## src/rtl/rtc_div_pkg.sv

```systemverilog
// Shared constants and helpers for the RTC multi-channel clock divider.
package rtc_div_pkg;

  localparam int unsigned RTC_CNT_W      = 24;
  localparam int unsigned RTC_SYS_CLK_HZ = 1_000_000;

  // Half-period in system clocks for a target output frequency in Hz.
  function automatic int unsigned half_from_hz(input int unsigned f);
    return RTC_SYS_CLK_HZ / (2 * f);
  endfunction

endpackage

```

## src/rtl/rtc_div_channel.sv

```systemverilog
// One divider slice: half-period counter, output toggle, tick strobe and a
// single pending half-period that is swapped in at the next wrap.
module rtc_div_channel
  import rtc_div_pkg::*;
#(
  parameter int unsigned      CNT_W = RTC_CNT_W,
  parameter logic [CNT_W-1:0] RST_H = CNT_W'(1000)
) (
  input  logic             sys_clk,
  input  logic             sys_rst_n,
  input  logic             en,
  input  logic             sync,
  input  logic             wr,
  input  logic [CNT_W-1:0] wr_half,
  output logic             pend_v,
  output logic             clk_out,
  output logic             tick
);

  logic [CNT_W-1:0] cnt_q, cnt_d;
  logic [CNT_W-1:0] half_q, half_d;
  logic [CNT_W-1:0] pend_q, pend_d;
  logic             pend_v_q, pend_v_d;
  logic             out_q, out_d;
  logic             tick_q, tick_d;
  logic             wrap;

  assign wrap = en && (half_q != '0) && (cnt_q == half_q - CNT_W'(1));

  always_comb begin
    cnt_d    = cnt_q;
    half_d   = half_q;
    pend_d   = pend_q;
    pend_v_d = pend_v_q;
    out_d    = out_q;
    tick_d   = 1'b0;
    if (sync) begin
      // Phase align: everything restarts from zero, pending or fresh value lands now.
      cnt_d = '0;
      out_d = 1'b0;
      if (wr) begin
        half_d   = wr_half;
        pend_d   = wr_half;
        pend_v_d = 1'b0;
      end else if (pend_v_q) begin
        half_d   = pend_q;
        pend_v_d = 1'b0;
      end
    end else begin
      if (wr) begin
        pend_d   = wr_half;
        pend_v_d = 1'b1;
      end
      if (half_q == '0) begin
        cnt_d = '0;
        out_d = 1'b0;
        if (pend_v_q) begin
          half_d   = pend_q;
          pend_v_d = 1'b0;
        end
      end else if (wrap) begin
        // The current half-period always finishes at the old length.
        cnt_d  = '0;
        out_d  = ~out_q;
        tick_d = ~out_q;
        if (pend_v_q) begin
          half_d   = pend_q;
          pend_v_d = 1'b0;
          if (pend_q == '0) begin
            out_d  = 1'b0;
            tick_d = 1'b0;
          end
        end
      end else if (en) begin
        cnt_d = cnt_q + CNT_W'(1);
      end
    end
  end

  always_ff @(posedge sys_clk or negedge sys_rst_n) begin
    if (!sys_rst_n) begin
      cnt_q    <= '0;
      half_q   <= RST_H;
      pend_q   <= '0;
      pend_v_q <= 1'b0;
      out_q    <= 1'b0;
      tick_q   <= 1'b0;
    end else begin
      cnt_q    <= cnt_d;
      half_q   <= half_d;
      pend_q   <= pend_d;
      pend_v_q <= pend_v_d;
      out_q    <= out_d;
      tick_q   <= tick_d;
    end
  end

  assign pend_v  = pend_v_q;
  assign clk_out = out_q;
  assign tick    = tick_q;

endmodule

```

## src/rtl/rtc_multi_clk_div.sv

```systemverilog
// NUM_CH independent square-wave dividers with tick strobes and a shared
// one-deep config port. Define RTC_DIV_SYNC_EN to add the sync phase-align input.
module rtc_multi_clk_div
  import rtc_div_pkg::*;
#(
  parameter int unsigned               NUM_CH   = 2,
  parameter int unsigned               CNT_W    = RTC_CNT_W,
  parameter logic [NUM_CH*CNT_W-1:0]   RST_HALF = {24'd2_500_000, 24'd1000},
  localparam int unsigned              CH_W     = (NUM_CH > 1) ? $clog2(NUM_CH) : 1
) (
  input  logic              sys_clk,
  input  logic              sys_rst_n,
  input  logic              en,
  input  logic              cfg_valid,
  output logic              cfg_ready,
  input  logic [CH_W-1:0]   cfg_ch,
  input  logic [CNT_W-1:0]  cfg_half,
  output logic [NUM_CH-1:0] clk_out,
  output logic [NUM_CH-1:0] tick
`ifdef RTC_DIV_SYNC_EN
  ,
  input  logic              sync
`endif
);

  logic [NUM_CH-1:0] wr;
  logic [NUM_CH-1:0] pend_v;
  logic              sync_int;

`ifdef RTC_DIV_SYNC_EN
  assign sync_int = sync;
`else
  assign sync_int = 1'b0;
`endif

  // Only one update in flight across all channels.
  assign cfg_ready = ~|pend_v;

  for (genvar i = 0; i < NUM_CH; i++) begin : g_ch
    // Channel numbers with no matching lane are accepted and dropped.
    assign wr[i] = cfg_valid && cfg_ready && (cfg_ch == CH_W'(i));

    rtc_div_channel #(
      .CNT_W (CNT_W),
      .RST_H (RST_HALF[i*CNT_W +: CNT_W])
    ) u_ch (
      .sys_clk   (sys_clk),
      .sys_rst_n (sys_rst_n),
      .en        (en),
      .sync      (sync_int),
      .wr        (wr[i]),
      .wr_half   (cfg_half),
      .pend_v    (pend_v[i]),
      .clk_out   (clk_out[i]),
      .tick      (tick[i])
    );
  end

endmodule
```

## config.mk

```make
export PLATFORM = sky130hd
export DESIGN_NAME = rtc_multi_clk_div
export DESIGN_NICKNAME = d
export VERILOG_FILES = /design/src/rtl/rtc_div_pkg.sv /design/src/rtl/rtc_div_channel.sv /design/src/rtl/rtc_multi_clk_div.sv
export SDC_FILE = /design/constraint.sdc
export NUM_CORES = 1
export LEC_CHECK = 0
export CORE_MARGIN = 5
export CORE_UTILIZATION = 40
export DETAILED_ROUTE_END_ITERATION = 12
export PLACE_DENSITY = 0.56
export SLEW_MARGIN = 15
export SYNTH_ARGS = -nofsm -noshare
export SYNTH_HDL_FRONTEND = slang
export SYNTH_HIERARCHICAL = 1
export SYNTH_SLANG_ARGS = --single-unit
export TNS_END_PERCENT = 1
```

## constraint.sdc

```tcl
create_clock -name sys_clk -period 4.4 [get_ports sys_clk]
set_clock_uncertainty 0.1 [all_clocks]
set_input_delay 0.88 -clock sys_clk [delete_from_list [all_inputs] [get_ports sys_clk]]
set_output_delay 0.88 -clock sys_clk [all_outputs]
set_load 0.1 [all_outputs]
```

==> results.txt <==
outcome: finished clean
GRT met2 Usage: 32.09%
CP top delay family: simple AND/OR/NAND/NOR gates
ys flop type: dfrtp_1
endpoints failing setup: 0
Adder-Cell Fraction of Synth Area: 0.7763%
GP Congestion: 0.9034
CP Capture Type: register
max-slew violations: 0
cell count after synthesis: 989
first-pass GRT wire length: 41.81 mm
CTS tree: yes
Die W: 165.5 um
total setup buffers inserted after CTS: 0
Critical Path RT: 4550 ps
# rows: 57
Post-Synth XOR/XNOR Area: 8.966%
CP Depth: 11
number of vias per cell: 5.838
Worst slew margin: 33.44%
type of the worst setup path: reg2reg
count of cells along the worst hold path: 1
total chip power: 6.031 mW
clk_lat worst skew: 420 ps
post-cts sizing count: 0
initial antenna violation count: 0
total CTS buffers: 17
# fillers: 2307
HPWL Detailed: 18.13 mm
Port Buf Inserts: 33
Least-Margin Pin Slew: 998.4 ps
setup tns final: 0 ps
Layout Cells excl Fill: 1320
hold buffers post-CTS: 0
crit path time final: 3775 ps
Synth top cells by count: dfrtp_1 (136), nor2_1 (100), xnor2_1 (56)
FF+latch area: 3771 sq um
synthesized cell area: 9671 sq um
CTS sink count: 150
Die H: 165.5 um
met1 usage: 25.07%
global route overflow: 0
Global Route met3 Usage: 3.227%
CP Buf/Inv Count: 3
global routing's busiest layer: met2
Synth Register Bits: 150
DIE AREA: 27390 sq um
boundary pin count: 34
Synth top area share: 35.19%
syn avg cell area: 9.778 sq um
# diodes: 0
CP max stage delay: 550 ps
Worst-path clk slew: 60 ps
core area: 24030 sq um
DRC Markers: 0
final hold violations: 0
Crit-path slowest cell: or3b_2
final worst path period share: 85.80%
R2R cell count: 11
Post-synth EDFFs: 0
clock root buffer: clkbuf_16
vias in the first global route: 7702
simple-gate share of the synthesized area: 20.52%
fraction of synthesized area in multiplexers: 6.107%
top-count cell post-synth: dfrtp_1
drt total wl: 25.28 mm
detailed-route via count: 7706
CTS H-Tree Depth: 4
crit path DAT: 3920 ps
layout cell share with drive strength beyond 1: 17.07%
sequential-to-total area share from yosys stat: 39.00%
Multi-input gate area: 5475 sq um
Lkg Pwr: 4.121 nW
Max-Cap Viols: 0
post-placement cell count: 1289
Pwr per Cell Area: 554.3 nW/um^2
Fmax: 0.2649 GHz
DR iter-0 viols: 674
Final nets: 1019
Area growth syn-to-layout: 12.51%
CP Cell Sequence: inv_1, ha_1, or3b_2, nor4_4, nand3_1, or4_4, a311oi_4, buf_4, and3_1, buf_12, a311oi_2
initial core utilization: 40.24%
biggest area consumer among synthesized cells: dfrtp_1
Compound-Gate Fraction of Synth Area: 19.67%
Setup crit start kind: register
first-pass iteration count of the detailed router: 5
RSZ-0062 raised after global routing: no
Avg WL per Cell: 19.15 um
largest family of logic cells by synthesized area: simple AND/OR/NAND/NOR gates
library cells used by synthesis: 78
synth top area cells: dfrtp_1 (35%), mux2_2 (5.6%), xnor2_1 (5.1%)
Hold WC Path Type: reg2reg
worst vdd ir: 0.3108 mV
CTS Buffer Depth: 2
fraction of registers with async set/reset: 100.0%
critical path peak fanout: 25
final antenna-violating net count: 0
largest net degree at the start of global routing: 93
GR Util All Layers: 19.02%
Yosys Warn Count: 6
-- layout by cell type, fill, tap and decap left out, drive strengths merged, types with 6 or more instances in the layout --
cell           synthesis  final
a21oi                 34     34
a22o                  32     32
a22oi                  9      9
a311oi                50     50
and2                   7      7
and3                  17     17
buf                   32     19
bufinv                 0      6
clkbuf                50     20
clkdlybuf4s50          0     32
conb                   1      8
dfrtp                136    136
dfstp                 14     14
ha                     6      6
inv                   16     18
mux2                  48     48
nand2                 43     43
nand2b                 7      7
nand3                 14     14
nand3b                 6      6
nand4                 25     25
nor2                 100    100
nor3                  44     44
nor4                  27     27
o211ai                 8      8
o21ai                 10     10
o22ai                 33     33
o31ai                 27     27
or2                    6      6
or3                   11     11
or4                   16     16
xnor2                 56     56
xor2                  43     43
-- state kept, by name, summed over array words and instances (netlist names) --
| register | cells |
|---|---|
| g_ch.u_ch/clk_out | 2 |
| g_ch.u_ch/cnt_q | 48 |
| g_ch.u_ch/half_q | 48 |
| g_ch.u_ch/pend_q | 48 |
| g_ch.u_ch/pend_v | 2 |
| g_ch.u_ch/tick | 2 |
-- per-stage QoR --
step | setup WS, ps | util (%) | cell area (sq um) | hold slack (ps)
after floorplan | 1097 | - | 9697 | 402.8
after global placement | 414.1 | 42.45 | 10200 | 419.1
after detailed placement | 329.9 | 42.45 | 10200 | 423.6
after CTS | 621.5 | 45.27 | 10880 | 436.9
after global routing | 442.6 | 45.27 | 10880 | 443.7
final | 625.0 | 45.27 | 10880 | 433.1
-- path summary, 6_finish.rpt --
kind / start / end / slack (ps)
max reg2reg: g_ch[0].u_ch/half_q[0]$_DFFE_PN0P_ / g_ch[0].u_ch/half_q[22]$_DFFE_PN0P_ / 620
max: g_ch[0].u_ch/half_q[0]$_DFFE_PN0P_ / g_ch[0].u_ch/half_q[22]$_DFFE_PN0P_ / 620
min reg2reg: g_ch[1].u_ch/pend_q[8]$_DFFE_PN0P_ / g_ch[1].u_ch/pend_q[8]$_DFFE_PN0P_ / 430
min: g_ch[1].u_ch/pend_q[8]$_DFFE_PN0P_ / g_ch[1].u_ch/pend_q[8]$_DFFE_PN0P_ / 430
max in group asynchronous: sys_rst_n / g_ch[0].u_ch/half_q[3]$_DFFE_PN1P_ / 2830
min in group asynchronous: sys_rst_n / g_ch[1].u_ch/cnt_q[2]$_DFFE_PN0P_ / 450
-- area by class of cell --
cell class,instances,share of cell area [%]
timing repair buffer,51,4.519
tap,324,3.726
clock buffer,20,4.197
multi-input combinational,748,50.32
clock inverter,11,2.024
inverter,16,0.5520
sequential,150,34.66
-- kinds of logic after synthesis --
kind of cell	after synthesis
simple gates	349
compound gates	233
flops	150
xor+xnor	99
buf+inv	98
mux	53
fa+ha+maj	6
other cells	1
-- power by group --
group	internal (mW)	switching (mW)	total [mW]
clock	1.10	0.582	1.68
sequential	1.69	0.466	2.15
combinational	0.921	1.28	2.20
total	3.71	2.32	6.03
-- per-layer routing --
| metal | wire length, um | vias up |
|---|---|---|
| met1 | 11480 | 3792 |
| met5 | 0 | - |
| met4 | 589 | 0 |
| met2 | 12400 | 147 |
| met3 | 808 | 39 |
| li1 | - | 3728 |
Power figures use the tool's default switching activity.
